==> src/rtl/if_fetch_stage_pkg.sv <==
// Shared constants for the instruction-fetch slice.
//   WORD_WIDTH      : architectural word width.
//   RESET_PC_VALUE  : default PC loaded on reset.
//   NPC_OP_*        : next-PC operation encodings used by the next-PC logic.
//   word_align()    : clears the byte-offset bits of an address.
package if_fetch_stage_pkg;

    localparam int WORD_WIDTH = 32;
    localparam logic [WORD_WIDTH-1:0] RESET_PC_VALUE = 32'h0000_3000;

    localparam logic [1:0] NPC_OP_SEQ    = 2'd0;
    localparam logic [1:0] NPC_OP_BRANCH = 2'd1;
    localparam logic [1:0] NPC_OP_JAL    = 2'd2;
    localparam logic [1:0] NPC_OP_JALR   = 2'd3;

    function automatic logic [WORD_WIDTH-1:0] word_align(input logic [WORD_WIDTH-1:0] addr);
        return {addr[WORD_WIDTH-1:2], 2'b00};
    endfunction

endpackage

==> src/rtl/if_fetch_stage_fetch_fifo.sv <==
// fetch_fifo: parameterised circular FIFO with synchronous reset and clear.
//   clk, rst         : clock, synchronous active-high reset
//   clear            : empties the FIFO this cycle (wins over push/pop)
//   push, push_data  : write an entry (ignored when full)
//   pop              : drop the head entry (ignored when empty)
//   head_data        : current head entry, straight from the storage array
//   count/full/empty : occupancy
module fetch_fifo #(
    parameter int WIDTH = 32,
    parameter int DEPTH = 2
) (
    input  logic                     clk,
    input  logic                     rst,
    input  logic                     clear,
    input  logic                     push,
    input  logic [WIDTH-1:0]         push_data,
    input  logic                     pop,
    output logic [WIDTH-1:0]         head_data,
    output logic [$clog2(DEPTH):0]   count,
    output logic                     full,
    output logic                     empty
);

    localparam int AW = $clog2(DEPTH);
    localparam int CW = AW + 1;

    logic [WIDTH-1:0] mem [DEPTH];
    logic [AW-1:0]    rd_ptr;
    logic [AW-1:0]    wr_ptr;
    logic [CW-1:0]    cnt;
    logic             do_push;
    logic             do_pop;

    assign full      = (cnt == CW'(DEPTH));
    assign empty     = (cnt == '0);
    assign do_push   = push && !full;
    assign do_pop    = pop && !empty;
    assign head_data = mem[rd_ptr];
    assign count     = cnt;

    // DEPTH is a power of two, so the pointers wrap by plain overflow.
    always_ff @(posedge clk) begin
        if (rst || clear) begin
            rd_ptr <= '0;
            wr_ptr <= '0;
            cnt    <= '0;
        end else begin
            if (do_push) begin
                mem[wr_ptr] <= push_data;
                wr_ptr      <= wr_ptr + AW'(1);
            end
            if (do_pop) begin
                rd_ptr <= rd_ptr + AW'(1);
            end
            case ({do_push, do_pop})
                2'b10:   cnt <= cnt + CW'(1);
                2'b01:   cnt <= cnt - CW'(1);
                default: cnt <= cnt;
            endcase
        end
    end

endmodule

==> src/rtl/if_fetch_stage.sv <==
// if_fetch_stage: holds the PC, issues word fetches over req/gnt/rvalid and
// buffers returned instructions in an in-order queue feeding decode.
//   clk, rst                      : clock, synchronous active-high reset
//   redirect_i, redirect_pc_i     : flush and restart fetch at a new PC
//   imem_req_o, imem_addr_o       : fetch request, held until granted
//   imem_gnt_i                    : request accepted (req && gnt = issue)
//   imem_rvalid_i, imem_rdata_i   : in-order responses, >= 1 cycle after grant
//   id_valid_o, id_ready_i        : decode handshake
//   id_pc_o, id_pc4_o, id_inst_o  : head instruction, its PC and PC + 4
//
// Handshakes: a transfer happens in any cycle where valid (req) and ready
// (gnt) are both high at the rising edge; a source that raises valid keeps
// it and its payload stable until the transfer, and ready may depend
// combinationally on valid but never the other way round.
module if_fetch_stage
    import if_fetch_stage_pkg::*;
#(
    parameter logic [31:0] RESET_PC = RESET_PC_VALUE,
    parameter int          FQ_DEPTH = 2
) (
    input  logic        clk,
    input  logic        rst,
    input  logic        redirect_i,
    input  logic [31:0] redirect_pc_i,
    output logic        imem_req_o,
    output logic [31:0] imem_addr_o,
    input  logic        imem_gnt_i,
    input  logic        imem_rvalid_i,
    input  logic [31:0] imem_rdata_i,
    output logic        id_valid_o,
    input  logic        id_ready_i,
    output logic [31:0] id_pc_o,
    output logic [31:0] id_pc4_o,
    output logic [31:0] id_inst_o
);

    localparam int CW = $clog2(FQ_DEPTH) + 1;
    localparam logic [CW:0] DEPTH_C = (CW + 1)'(FQ_DEPTH);

    logic [31:0]   pc_q;
    logic [CW-1:0] outstanding_q;
    logic [CW-1:0] discard_q;

    logic [CW-1:0] q_count;
    logic          q_full;
    logic          q_empty;
    logic [63:0]   q_head;
    logic          q_push;
    logic          q_pop;

    logic [CW-1:0] tag_count;
    logic          tag_full;
    logic          tag_empty;
    logic [31:0]   tag_head;

    logic          issue;
    logic [CW:0]   credit;

    // A response is dropped while older requests remain to be discarded or
    // when it lands in the redirect cycle itself.
    assign q_push = imem_rvalid_i && !redirect_i && (discard_q == '0);
    assign q_pop  = id_valid_o && id_ready_i && !redirect_i;

    // The slot freed by this cycle's pop is credited immediately; without it
    // single-cycle memory would only sustain one fetch every other cycle.
    assign credit = {1'b0, outstanding_q} + {1'b0, q_count} - {{CW{1'b0}}, q_pop};

    assign imem_req_o  = !rst && !redirect_i && (credit < DEPTH_C);
    assign imem_addr_o = pc_q;
    assign issue       = imem_req_o && imem_gnt_i;

    assign id_valid_o = !rst && !q_empty;
    assign id_pc_o    = id_valid_o ? q_head[63:32] : 32'h0;
    assign id_pc4_o   = id_valid_o ? q_head[63:32] + 32'd4 : 32'h0;
    assign id_inst_o  = id_valid_o ? q_head[31:0] : 32'h0;

    always_ff @(posedge clk) begin
        if (rst) begin
            pc_q          <= RESET_PC;
            outstanding_q <= '0;
            discard_q     <= '0;
        end else begin
            outstanding_q <= outstanding_q + CW'(issue) - CW'(imem_rvalid_i);
            if (redirect_i) begin
                pc_q <= word_align(redirect_pc_i);
                // outstanding_q already covers any pending discards, so it
                // alone is the number of responses still to be thrown away.
                discard_q <= outstanding_q - CW'(imem_rvalid_i);
            end else begin
                if (issue) begin
                    pc_q <= pc_q + 32'd4;
                end
                if (imem_rvalid_i && (discard_q != '0)) begin
                    discard_q <= discard_q - CW'(1);
                end
            end
        end
    end

    fetch_fifo #(.WIDTH(64), .DEPTH(FQ_DEPTH)) u_inst_q (
        .clk       (clk),
        .rst       (rst),
        .clear     (redirect_i),
        .push      (q_push),
        .push_data ({tag_head, imem_rdata_i}),
        .pop       (q_pop),
        .head_data (q_head),
        .count     (q_count),
        .full      (q_full),
        .empty     (q_empty)
    );

    // Addresses of live (non-discarded) requests, oldest first.
    fetch_fifo #(.WIDTH(32), .DEPTH(FQ_DEPTH)) u_tag_q (
        .clk       (clk),
        .rst       (rst),
        .clear     (redirect_i),
        .push      (issue),
        .push_data (pc_q),
        .pop       (q_push),
        .head_data (tag_head),
        .count     (tag_count),
        .full      (tag_full),
        .empty     (tag_empty)
    );

    a_q_no_overflow: assert property (@(posedge clk) disable iff (rst) !(q_push && q_full));
    a_tag_no_overflow: assert property (@(posedge clk) disable iff (rst) !(issue && tag_full));
    a_tag_no_underflow: assert property (@(posedge clk) disable iff (rst) !(q_push && tag_empty));
    a_tag_tracks_live: assert property (@(posedge clk) disable iff (rst)
        tag_count == outstanding_q - discard_q);

endmodule

==> config.mk <==
export PLATFORM = sky130hd
export DESIGN_NAME = if_fetch_stage
export DESIGN_NICKNAME = d
export VERILOG_FILES = /design/src/rtl/if_fetch_stage_pkg.sv /design/src/rtl/if_fetch_stage_fetch_fifo.sv /design/src/rtl/if_fetch_stage.sv
export SDC_FILE = /design/constraint.sdc
export NUM_CORES = 1
export LEC_CHECK = 0
export CAP_MARGIN = 20
export CORE_MARGIN = 2
export CORE_UTILIZATION = 47
export DETAILED_ROUTE_END_ITERATION = 10
export PLACE_DENSITY = 0.81
export SLEW_MARGIN = 40
export SYNTH_ARGS = -nofsm -noshare
export SYNTH_HDL_FRONTEND = slang
export SYNTH_HIERARCHICAL = 1
export SYNTH_SLANG_ARGS = --single-unit
==> constraint.sdc <==
create_clock -name clk -period 7.5 [get_ports clk]
set_input_delay 1.875 -clock clk [delete_from_list [all_inputs] [get_ports clk]]
set_output_delay 1.875 -clock clk [all_outputs]
set_load 0.01 [all_outputs]
==> impl_metrics.toml <==
[clock_network]
cts_buffers = 24
clock_latency_ps = 510
cts_tree = "yes"
cts.sinks = 236
htreeDepth = 1
cts-resized-gates = 0
hold_buffers = 0
cts_buffer_depth = 3
post-cts-setup-buffer-count = 0
clockRootBuffer = "clkbuf_16"
clk_pin_slew_ps = 60

[sta]
worst_slew_pin_slew_ps = 661
fin_crit_ps = 6710
whs_ps = 503
fin_tns_setup_ps = 0
maxSlewViolCount = 0
finalSetupViolations = 0
slew_headroom = 0.556
fin_crit_sh = 0.894
final-hold-violation-count = 0
rsz0062_at_grt = "false"
fmax_mhz = 149
finClkSkew_ps = 9.26

[route]
wl_um = 23100
drtIter0Drc = 406
num_vias = 7047
dr.pass1.iters = 4
wire_per_inst_um = 17.7
viasPerCell = 5.41
drcViolationCount = 0
antenna_left = 0

[logic_synthesis]
ys_warn_count = 6
post_synth.cell_area_avg_um2 = 13.2
syn-cell-area_um2 = 10600
synth_cells = 803

[cells_and_area]
area_growth_syn_to_layout_pct = 28.7
multi_input_area_um2 = 3710
fin_area_um2 = 13700
fill_cells = 1661
utilization = 0.610
nNetsFinal = 1081
drive_above_1_share = 0.0727
regArea_um2 = 6650
diodes = 0

[critical_path]
worstSetupStartpointType = "input pin"
endpoint_kind = "primary output"
crit_type = "in -> out"
cp.arrival_ps = 4830
crit_required_ps = 5620
path_max_fanout = 8

[global_route]
grt_pass1_vias = 6886
grt_util_all_layers = 0.191
grt_first_pass_wirelength_um = 36600
globalRouteOverflowTotal = 0
grt_antenna_before_repair = 0
grt_max_degree = 67

[pwr]
p_leak_nw = 4.55
powerDensity_nw_per_um2 = 211
ir_worst_vdd_v = 0.000156

[place]
numPortBuffers = 195
placed_area_um2 = 12900
dp.final_hpwl_um = 15500
gp_congestion = 0.832

[floorplanning]
ioPinCount = 200
start_util = 0.474
dieArea_um2 = 23900
fp.dieH_um = 154
design.core.area_um2 = 22400
rows = 55
fp.dieW_um = 154

[run_status]
status = "complete, no violations"

[run]
maxCapViolCount = 0

[hold_path]
min_path_type = "reg -> reg"
==> final timing paths <==
| check | startpoint | to | slack [ps] | cells after the start |
|---|---|---|---|---|
| max | rst | imem_req_o | 790 | 10 |
| max reg2reg | u_inst_q/count[0] | u_tag_q/count[1] | 3560 | 14 |
| min reg2reg | u_tag_q/count[1] | u_tag_q/count[1] | 500 | 2 |
| min | u_tag_q/count[1] | u_tag_q/count[1] | 500 | 2 |
==> placed cells by master, fill, tap and decap left out, drive strengths merged, types with 20 or more instances in the layout <==
master and n:
clkdlybuf4s50 195, edfxtp 192, mux2 98, and2 72, nor2 58, dfxtp 44, clkbuf 36, nand2 34
xor2 25, nand4 21, a21oi 21, nand3 20
==> cell type report <==
class	count	area share
inverter	20	0.00585
clock inverter	8	0.00695
timing repair buffer	209	0.151
clock buffer	36	0.0531
multi-input combinational	509	0.271
tap	285	0.0261
sequential	236	0.486
==> routing by layer <==
metal,vias up,part of all wire,global-route usage
li1,3349,-,-
met1,3361,0.44,0.261
met2,309,0.47,0.318
met3,28,0.079,0.0367
met4,0,0.012,0.0414
met5,-,0,0
==> state kept, by name (all words and copies together) (netlist names), named ones only <==
| signal | count |
|---|---|
| u_tag_q/count | 2 |
| u_inst_q/count | 2 |
| u_inst_q/wr_ptr | 1 |
| u_tag_q/mem | 64 |
| u_inst_q/rd_ptr | 1 |
| u_tag_q/rd_ptr | 1 |
| u_inst_q/mem | 128 |
| outstanding_q | 2 |
| imem_addr_o | 30 |
| u_tag_q/wr_ptr | 1 |
| discard_q | 2 |
==> stage by stage <==
step / instances / setup slack, ps / power, mW
final: 1303 / 793 / 2.88
after global routing: 1303 / 697 / 2.98
after CTS: 1303 / 827 / 2.91
after detailed placement: 1259 / 841 / 1.70
after global placement: 1259 / 887 / 1.69
after floorplan: 808 / 76.3 / 1.59
==> where the power goes <==
group          switching [mW]  leakage [nW]  internal, mW
sequential             0.0305          2.10          1.44
clock                   0.468         0.401         0.738
combinational           0.102          2.05         0.105
==> worst max-delay path, cell delays in order <==
cell and delay [ps]:
clkdlybuf4s50_1 430, or2_2 320, clkinv_1 60, and3_1 190, ha_1 230, nand2b_1 160, fa_1 420, xor2_2 390
and3_1 220, clkdlybuf4s50_1 550
No activity file was read; power rests on OpenSTA's default activity.
